### src/rtl/p405s_dcd_br_hold_ctl.sv
// Decode-stage branch hazard sequencer: scoreboards CR0 producers and LR/CTR
// mtspr writers, holds a conditional branch in decode until its operands settle.
module p405s_dcd_br_hold_ctl #(
    parameter int unsigned MAX_INFLIGHT = 3,
    parameter int unsigned CNT_W        = 2,
    parameter int unsigned SETTLE_DLY   = 1
) (
    input  logic             CB,
    input  logic             resetCore_N,
    input  logic             dcdValid,
    input  logic             plaCr0En,
    input  logic             plaB,
    input  logic             plaBc,
    input  logic             plaMtspr,
    input  logic             dcdSprLrCtr,
    input  logic             dcdBrNeedsCr,
    input  logic             dcdBrNeedsSpr,
    input  logic             exeAdvance,
    input  logic             wbCr0Done,
    input  logic             wbSprDone,
    input  logic             flush,
    output logic             dcdHold,
    output logic             brIssue,
    output logic [1:0]       brKind,
    output logic [CNT_W-1:0] crPending,
    output logic [CNT_W-1:0] sprPending,
    output logic [7:0]       holdStat
);

    localparam int unsigned SET_W  = 2;
    localparam int unsigned STAT_W = 8;
    localparam logic [CNT_W-1:0]  PEND_FULL   = CNT_W'(MAX_INFLIGHT);
    localparam logic [SET_W-1:0]  SETTLE_LOAD = SET_W'(SETTLE_DLY);
    localparam logic [STAT_W-1:0] STAT_MAX    = '1;
    localparam logic              SETTLE_EN   = (SETTLE_DLY != 0);

    typedef enum logic [1:0] {
        IDLE     = 2'd0,
        WAIT_DEP = 2'd1,
        SETTLE   = 2'd2
    } state_t;

    state_t            state;
    logic [SET_W-1:0]  settleCnt;

    logic crBusy, sprBusy, dep, structHold, fsmHold, leave;
    logic crInc, crDec, sprInc, sprDec, holdCount;

    // A simultaneous issue and completion cancel; a lone completion at zero is dropped.
    function automatic logic [CNT_W-1:0] nextPend(input logic [CNT_W-1:0] cur,
                                                  input logic inc, input logic dec);
        logic [CNT_W-1:0] nxt;
        nxt = cur;
        if (inc && !dec)
            nxt = cur + CNT_W'(1);
        else if (dec && !inc && (cur != '0))
            nxt = cur - CNT_W'(1);
        return nxt;
    endfunction

    always_comb begin
        crBusy     = (crPending != '0);
        sprBusy    = (sprPending != '0);
        dep        = dcdValid & plaBc & ((dcdBrNeedsCr & crBusy) | (dcdBrNeedsSpr & sprBusy));
        structHold = dcdValid & ((plaCr0En & (crPending == PEND_FULL)) |
                                 (plaMtspr & dcdSprLrCtr & (sprPending == PEND_FULL)));
        fsmHold = 1'b0;
        case (state)
            IDLE:     fsmHold = dep;
            // With no settle delay the hold drops in the cycle the dependency clears.
            WAIT_DEP: fsmHold = SETTLE_EN | dep;
            SETTLE:   fsmHold = 1'b1;
            default:  fsmHold = 1'b0;
        endcase
        dcdHold = resetCore_N & (fsmHold | structHold);
        leave   = dcdValid & exeAdvance & ~dcdHold;
        brIssue = leave & (plaB | plaBc);
        brKind  = 2'b00;
        if (brIssue) begin
            if (plaB)
                brKind = 2'b01;
            else if (dcdBrNeedsSpr)
                brKind = 2'b11;
            else
                brKind = 2'b10;
        end
        crInc     = leave & plaCr0En;
        crDec     = wbCr0Done;
        sprInc    = leave & plaMtspr & dcdSprLrCtr;
        sprDec    = wbSprDone;
        holdCount = (state != IDLE) | dep;
    end

    always_ff @(posedge CB) begin
        if (!resetCore_N) begin
            state      <= IDLE;
            settleCnt  <= '0;
            crPending  <= '0;
            sprPending <= '0;
            holdStat   <= '0;
        end else if (flush) begin
            state      <= IDLE;
            settleCnt  <= '0;
            crPending  <= '0;
            sprPending <= '0;
        end else begin
            if (holdCount && (holdStat != STAT_MAX))
                holdStat <= holdStat + STAT_W'(1);
            crPending  <= nextPend(crPending, crInc, crDec);
            sprPending <= nextPend(sprPending, sprInc, sprDec);
            case (state)
                IDLE: begin
                    if (dep)
                        state <= WAIT_DEP;
                end
                WAIT_DEP: begin
                    if (!dcdValid) begin
                        state <= IDLE;
                    end else if (!dep) begin
                        if (SETTLE_EN) begin
                            state     <= SETTLE;
                            settleCnt <= SETTLE_LOAD;
                        end else begin
                            state <= IDLE;
                        end
                    end
                end
                SETTLE: begin
                    if (settleCnt <= SET_W'(1)) begin
                        state     <= IDLE;
                        settleCnt <= '0;
                    end else begin
                        settleCnt <= settleCnt - SET_W'(1);
                    end
                end
                default: begin
                    state     <= IDLE;
                    settleCnt <= '0;
                end
            endcase
        end
    end

endmodule

### config.mk
export PLATFORM = sky130hd
export DESIGN_NAME = p405s_dcd_br_hold_ctl
export DESIGN_NICKNAME = d
export VERILOG_FILES = /design/src/rtl/p405s_dcd_br_hold_ctl.sv
export SDC_FILE = /design/constraint.sdc
export NUM_CORES = 1
export LEC_CHECK = 0
export CAP_MARGIN = 40
export CORE_MARGIN = 4
export CORE_UTILIZATION = 30
export CTS_CLUSTER_SIZE = 25
export DETAILED_ROUTE_END_ITERATION = 12
export HOLD_SLACK_MARGIN = 0.05
export MAX_ROUTING_LAYER = met4
export PLACE_DENSITY = 0.62
export SYNTH_ARGS = -nofsm -noshare
export SYNTH_HDL_FRONTEND = slang
export SYNTH_SLANG_ARGS = --single-unit
### constraint.sdc
create_clock -name CB -period 2.7 [get_ports CB]
set_input_delay 0.54 -clock CB [delete_from_list [all_inputs] [get_ports CB]]
set_output_delay 0.54 -clock CB [all_outputs]
set_load 0.1 [all_outputs]
* Yosys cells after proc, flatten, opt, wreduce, memory -nomap -nowiden
Cells that the tools add are included.
** Storage, ports and cells
- Register bits after elaboration :: 16
- Input bits :: 14
- Word-level logic and storage cells :: 85
** Operators by class
- $add $sub $neg :: 6
- Order comparisons :: 1
- Equality and inequality tests :: 10
- Muxes and demuxes :: 17
- Bitwise gates (word level) :: 24
- Reductions and logical operators :: 22
** Operators by type and width (number)
- $mux W2 :: 13
- $and A1 B1 Y1 :: 15
- $pmux W2 S3 :: 2
- $reduce_bool A2 Y1 :: 5
- $add A8 B1 Y8 const B :: 1
- $ne A2 B2 Y1 const B :: 4
- $ne A8 B8 Y1 const B :: 1
- $logic_and A1 B1 Y1 :: 7
- $eq A2 B2 Y1 const B :: 3
- $reduce_and A3 Y1 :: 2
- $sub A2 B1 Y2 const B :: 3
- $or A1 B1 Y1 :: 5
- $add A2 B1 Y2 const B :: 2
- $logic_not A1 Y1 :: 4
- $not A1 Y1 :: 4
- $reduce_or A2 Y1 :: 2
- $ne A3 B3 Y1 const B :: 1
- $eq A2 B1 Y1 const B :: 1
- $le A2 B1 Y1 const B :: 1
- $logic_not A2 Y1 :: 1
- $pmux W1 S2 :: 1
- $reduce_and A2 Y1 :: 1
- $mux W1 :: 1

* Longest topological paths before layout
Gate-level depths: netlist of run 1.
- Word-level depth :: 16
- Depth in mapped cells :: 8
- Depth with buffers taken out :: 7

* Least setup slack after synthesis of run 1
OpenSTA, ideal clock, no wires.
- Path kind :: flip-flop to output port
- Start :: register crPending[1]
- End :: output port brKind[1]
- Arrival :: 4196 ps
- Required time :: 2160 ps
- Path slack :: -2036 ps
- Stages on the path, launching flop included :: 6
- Cells stage by stage :: dfxtp_1 -> o21ai_1 -> nand2_1 -> a311o_4 -> or2_2 -> nor3b_1
** On the way
- Longest elaborated chain between the ends :: 11
- Elaborated cells between the ends (all ways) :: 15
- Those cells by class :: eq/ne (1); mux (2); bitwise (11); reduce/logical (1)
** Ends and longest elaborated chain
- start, declared :: line 25 : output logic [CNT_W-1:0] crPending,
- start signal, assigned :: line 109 : crPending <= nextPend(crPending, crInc, crDec);
- $reduce_bool A2 Y1 :: line 62 : crBusy = (crPending != '0);
- $and A1 B1 Y1 :: line 64 : dep = dcdValid & plaBc & ((dcdBrNeedsCr & crBusy) | (dcdBrNeedsSpr & sprBusy));
- $or A1 B1 Y1 :: line 64
- $and A1 B1 Y1 :: line 64
- $pmux W1 S2 :: line 68 : case (state)
- $or A1 B1 Y1 (*) :: line 75 : dcdHold = resetCore_N & (fsmHold | structHold);
- $and A1 B1 Y1 (*) :: line 75
- net dcdHold :: line 22 : output logic dcdHold,
- $not A1 Y1 (*) :: line 76 : leave = dcdValid & exeAdvance & ~dcdHold;
- $and A1 B1 Y1 (*) :: line 76
- $and A1 B1 Y1 (*) :: line 77 : brIssue = leave & (plaB | plaBc);
- $mux W2 (*) :: line 79 : if (brIssue) begin
- end, declared :: line 24 : output logic [1:0] brKind,
The timed path passes the listed nets; every way through them passes the cells marked *.

* Worst setup path after layout of run 1
- Start :: register state[1]
- End :: output port brKind[1]
** On the way
- Longest elaborated chain between the ends :: 9
- Elaborated cells between the ends (all ways) :: 11
- Those cells by class :: eq/ne (2); mux (2); bitwise (5); reduce/logical (2)
** Ends and longest elaborated chain
- start, declared :: line 43 : state_t state;
- start signal, assigned :: line 96 : state <= IDLE;
- start signal, assigned :: line 102 : state <= IDLE;
- start signal, assigned :: line 114 : state <= WAIT_DEP;
- $eq A2 B2 Y1 or $eq A2 B1 Y1 (tied branches) :: line 68
- $reduce_or A2 Y1 (no line)
- $pmux W1 S2 (*) :: line 68
- $or A1 B1 Y1 (*) :: line 75
- $and A1 B1 Y1 (*) :: line 75
- $not A1 Y1 (*) :: line 76
- $and A1 B1 Y1 (*) :: line 76
- $and A1 B1 Y1 (*) :: line 77
- $mux W2 (*) :: line 79
Mark *: on every way between the ends. The rest lies on a longest branch, timed or not.

==> impl_metrics.tcl, run 1 <==
set metrics [dict create \
    status "completed" \
    clock-sinks 16 \
    slew_headroom_pct 73.8 \
    grt_use_total_pct 12.7 \
    critPathMaxFanout 4 \
    met1_usage_pct 14.5 \
    syn_to_final_growth_pct 48.5 \
    synth_nets 139 \
    hold_buffers 0 \
    synth_cell_types 40 \
    place_area_um2 1470 \
    cts_root_buf "clkbuf_4" \
    ys_ff_latch 16 \
    core_um2 3150 \
    antenna_found_initial 0 \
    p_leak_nw 0.631 \
    dp_cells 199 \
    worst_pin_slew_ps 393 \
    power.total_mw 0.439 \
    use_met2_pct 21.6 \
    p_int_mw 0.320 \
    totalWireLength_um 2550 \
    diodes 0 \
    grt_max_degree 11 \
    cp_data_arrival_time_ps 2140 \
    cp_slowest_cell "dfxtp_4" \
    start_kind "register" \
    cellPowerDensity_nw_per_um2 290 \
    vias 1000 \
    synth_area_leader_cell "dfxtp_1" \
    setup_tns_ps 0 \
    vias_per_cell 4.88 \
    grt_pass1_vias 992 \
    setup_viol 0 \
    final_hold_viol_count 0 \
    cp_num_buf_inv 2 \
    avgSynthCellArea_um2 8.51 \
    clock_latency_ps 280 \
    max_freq_mhz 374 \
    drc 0 \
    cts_tree "done" \
    synth_edf_count 0 \
    cts_made_buffers 3 \
    instances_no_fill 205 \
    cp-end-kind "output port" \
    nets 181 \
    cp.required_ps 2160 \
    hold_ws_ps 434 \
    syn_inst 120 \
    portBuffers 29 \
    synthTopCellsByCount "16 x dfxtp_1, 10 x nand2_1, 8 x and2_1, 8 x nor2_1, 7 x a21oi_1" \
    slowest_delay_ps 380 \
    yosysSeqAreaShare_pct 31.4 \
    async_reset_ff_share_pct 0 \
    wire_per_inst_um 12.5 \
    synthFlopType "dfxtp_1" \
    slew_viol_final 0 \
    clkTransAtPathRegs_ps 90 \
    drive_gt1_share_pct 32.3 \
    skew_ps 6.26 \
    die-area_um2 4400 \
    dp_hpwl_um 2030 \
    ys_warn_count 0 \
    syn_area_um2 1020 \
    die_h_um 66.3 \
    clockPowerShare_pct 29.3 \
    grt-ovfl-total 0 \
    pwr-share-seq_pct 52.6 \
    htree_levels 1 \
    path_class "reg -> out" \
    antenna_left 0 \
    synthDominantCellAreaShare_pct 31.4 \
    ioPinCount 30 \
    switchingPower_mw 0.119 \
    initial_utilization_pct 32.4 \
    power_frac_comb_pct 18.1 \
    drtIter0Drc 35 \
    crit_family "simple AND/OR/NAND/NOR gates" \
    p_sw_share_pct 27.1 \
    grt_pass1_wl_um 4330 \
    ir_worst_vdd_mv 0.232 \
    finalCriticalPeriod_ps 2680 \
    min_period_over_period_pct 99.1 \
    top_usage_layer "met2" \
    synth.most_common_cell "dfxtp_1" \
    hold_path_class "reg -> reg" \
    finalInstanceArea_um2 1520 \
    gp_congestion 0.798 \
    grtUsageMet3_pct 3.40 \
    max_cap_violations 0 \
    die_x_um 66.3 \
    synth_area_leaders "dfxtp_1 31%, ha_1 6.1%, and2_1 4.9%, xor2_1 4.3%, nor3_2 3.9%" \
    clk_path_buf_depth 2 \
    crit_chain "inv_4, ha_4, and3b_2, a311o_4, or2_4, nor3b_4, buf_12" \
    firstDrtPassIters 4 \
    num_rows 20 \
    rsz0062_at_grt "true" \
]
power groups by stage:
| stage | registers (mW) | clock network [mW] | logic [mW] |
|---|---|---|---|
| after detailed placement | 0.239 | 0 | 0.0827 |
| after global routing | 0.231 | 0.151 | 0.0841 |
| after global placement | 0.239 | 0 | 0.0821 |
| final | 0.231 | 0.129 | 0.0794 |
| after floorplan | 0.241 | 0 | 0.0365 |
| after CTS | 0.231 | 0.137 | 0.0797 |
layer usage:
layer	up-vias	share of wire, %
met2	34	46
met4	0	0.82
li1	513	-
met1	449	46
met5	-	0
met3	4	7.6
worst min-delay path: stages (launching register included):
cell and delay [ps]:
dfxtp_1 320, nand2_1 50, a21oi_1 30
sequential cells by signal (all words and copies together) (netlist names):
register,flops
state,2
crPending,2
sprPending,2
settleCnt,2
holdStat,8
stage by stage:
| step | worst slack [ps] | utilization [%] |
|---|---|---|
| after detailed placement | -170 | 46.6 |
| after global routing | -50.1 | 48.1 |
| after floorplan | -315 | - |
| after CTS | 10.2 | 48.1 |
| after global placement | -147 | 46.6 |
| final | 23.3 | 48.1 |
layout by cell type (no fill, tap or decap), types with 2 or more instances in the layout:
cell             count
nor3_1               2
buf_4               22
xor2_1               5
nor2_2               2
nor2_1               6
mux2i_1              2
clkdlybuf4s50_1      6
xnor2_1              2
a21oi_1              6
nand3_1              6
nand2_1             10
and2_1               8
dfxtp_4              6
nor2b_1              3
inv_1                4
inv_4                2
nand4_1              2
ha_1                 4
a211oi_1             3
dlygate4sd2_1        7
clkbuf_4             3
buf_12               4
o21ai_0              6
o21ai_1              2
dfxtp_1             10
nor3_2               4
final cells by class:
type	count	area, um2
Inverter	6	27.5
Timing Repair Buffer	39	367
Fill cell	345	1640
Multi-Input combinational cell	96	698
Clock inverter	1	3.75
Clock buffer	3	22.5
Sequential cell	16	343
Tap cell	44	55.1
path summary, 6_finish.rpt:
kind,start,endpoint,slack [ps],cells after the start
worst max-delay path,state[1],brKind[1],20,7
worst min-delay path,settleCnt[1],settleCnt[1],430,2
worst max register to register,state[1],crPending[0],650,8
worst min register to register,settleCnt[1],settleCnt[1],430,2
kinds of logic (layout without fill, tap and decap cells):
kind of cell | Yosys count | in the layout | share of synthesized area (%)
AO/OA/AOI/OAI | 28 | 28 | 19.0
XOR/XNOR | 7 | 7 | 6.01
flip-flops | 16 | 16 | 31.4
adder cells (fa/ha/maj) | 5 | 5 | 6.13
multiplexers | 2 | 2 | 1.96
buffers and inverters | 8 | 49 | 3.68
AND/OR/NAND/NOR | 54 | 54 | 31.9
timing repair:
action	in CTS	in global routing
gates resized for setup	12	0
setup buffers	2	0
setup endpoints to repair	3	1
pin swaps	7	2
Power figures use the tool's default switching activity.
==> run 2, diff against run 1 <==
--- a/config.mk
+++ b/config.mk
@@ -13,6 +13,7 @@
 export HOLD_SLACK_MARGIN = 0.05
 export MAX_ROUTING_LAYER = met4
 export PLACE_DENSITY = 0.62
+export SETUP_SLACK_MARGIN = 0.02
 export SYNTH_ARGS = -nofsm -noshare
 export SYNTH_HDL_FRONTEND = slang
 export SYNTH_SLANG_ARGS = --single-unit
==> constraint.sdc (replaced) <==
create_clock -name CB -period 2.7 [get_ports CB]
set_input_delay 0.54 -clock CB [delete_from_list [all_inputs] [get_ports CB]]
set_output_delay 0.54 -clock CB [all_outputs]
set_load 0.05 [all_outputs]
==> impl_metrics.tcl, run 2 (synthesized netlist as in run 1, its figures left out) <==
set metrics [dict create \
    status "completed" \
    cp-end-kind "output port" \
    path_class "reg -> out" \
    clock-sinks 16 \
    ff_latch_area_um2 328 \
    portBuffers 29 \
    setup_viol 0 \
    cts_tree "done" \
    firstDrtPassIters 4 \
    antenna_found_initial 0 \
    grt_pass1_vias 930 \
    die-area_um2 4400 \
    hold_path_class "reg -> reg" \
    ioPinCount 30 \
    skew_ps 0.869 \
    final_common_cell "clkdlybuf4s50_1" \
    clock_latency_ps 270 \
    htree_levels 1 \
    final_hold_viol_count 0 \
    multi_input_area_um2 711 \
    min_period_over_period_pct 97.8 \
    largest_register_ffs 8 \
    cp.required_ps 2160 \
    drtIter0Drc 37 \
    rsz0062_at_grt "true" \
    ir_worst_vdd_mv 0.227 \
    slew_headroom_pct 66.0 \
    grt_max_degree 11 \
    diodes 0 \
    nets 182 \
    core_um2 3150 \
    drive_gt1_share_pct 24.8 \
    critPathMaxFanout 4 \
    vias_per_cell 4.85 \
    post-place-ws_ps -149 \
    start_kind "register" \
    num_rows 20 \
    finalCriticalPeriod_ps 2640 \
    gp_congestion 0.767 \
    vias 994 \
    grt_pass1_wl_um 3940 \
    wire_per_inst_um 12.1 \
    max_cap_violations 0 \
    drc 0 \
    clk_path_buf_depth 2 \
    antenna_left 0 \
    fin_ws_ps 59.1 \
    num-fill-cells 324 \
    cp_data_arrival_time_ps 2100 \
    dp_hpwl_um 2000 \
    totalWireLength_um 2480 \
    cellPowerDensity_nw_per_um2 273 \
    hold_buffers 0 \
    die_x_um 66.3 \
    die_h_um 66.3 \
    cts_root_buf "clkbuf_4" \
    worst_pin_slew_ps 508 \
    p_leak_nw 0.602 \
    slew_viol_final 0 \
    layout_common_cells "18 x clkdlybuf4s50_1, 14 x dfxtp_1, 12 x buf_4" \
    regMostFlops "holdStat" \
    initial_utilization_pct 32.4 \
    clkTransAtPathRegs_ps 80 \
    grt_use_total_pct 11.8 \
    grt-ovfl-total 0 \
    place_area_um2 1440 \
    syn_to_final_growth_pct 50.4 \
    cts_made_buffers 3 \
    finalInstanceArea_um2 1540 \
    max_freq_mhz 379 \
]
-- run 2: where the power goes --
| group | leakage, nW | total [mW] | internal, mW | switching (mW) |
|---|---|---|---|---|
| Combinational | 0.457 | 0.0674 | 0.0338 | 0.0336 |
| Sequential | 0.130 | 0.235 | 0.234 | 0.000848 |
| Clock | 0.0138 | 0.117 | 0.0517 | 0.0649 |
-- run 2: worst paths after layout --
path | from | cells past startpoint | end | slack (ps)
hold / removal | settleCnt[1] | 2 | settleCnt[1] | 450
setup / recovery | state[1] | 7 | brKind[1] | 60
setup reg to reg | sprPending[0] | 10 | holdStat[3] | 290
hold reg to reg | settleCnt[1] | 2 | settleCnt[1] | 450
-- run 2: final cells by class --
cell class,instances,area share [%]
Multi-Input combinational cell,96,46.3
Clock buffer,3,1.47
Tap cell,44,3.59
Sequential cell,16,21.4
Inverter,6,1.79
Timing Repair Buffer,40,25.5
-- run 2: layer usage --
layer  routed length [um]  track usage [%]  part of all wire (%)  up-vias
met4                   15             2.28                  0.60        0
li1                     -                -                     -      515
met5                    0                -                     0        -
met1                 1170             14.0                    47      462
met2                 1180             19.6                    48       15
met3                  114             3.74                   4.6        2
-- run 2: critical path, cell delays in order, from the launching register on --
cell and delay [ps]:
dfxtp_4 370, inv_4 50, ha_4 230, and3b_2 190, a311o_4 310, or2_4 260, nor3b_4 240, buf_12 170
-- run 2: repair_timing --
item / in CTS / in global routing
endpoints found under the setup margin: 3 / 2
resized for setup: 17 / 3
endpoints found under the hold margin: 0 / 0
setup buffers: 5 / 1
pin swaps: 5 / 4
-- run 2: metrics by stage --
step	instances	util (%)	TNS [ps]	power [mW]	hold WS (ps)
after global placement	196	45.6	-218	0.312	415
after floorplan	120	-	0	0.273	407
after global routing	205	48.7	0	0.442	480
final	205	48.7	0	0.419	450
after CTS	204	48.2	0	0.428	455
after detailed placement	196	45.6	-274	0.312	443
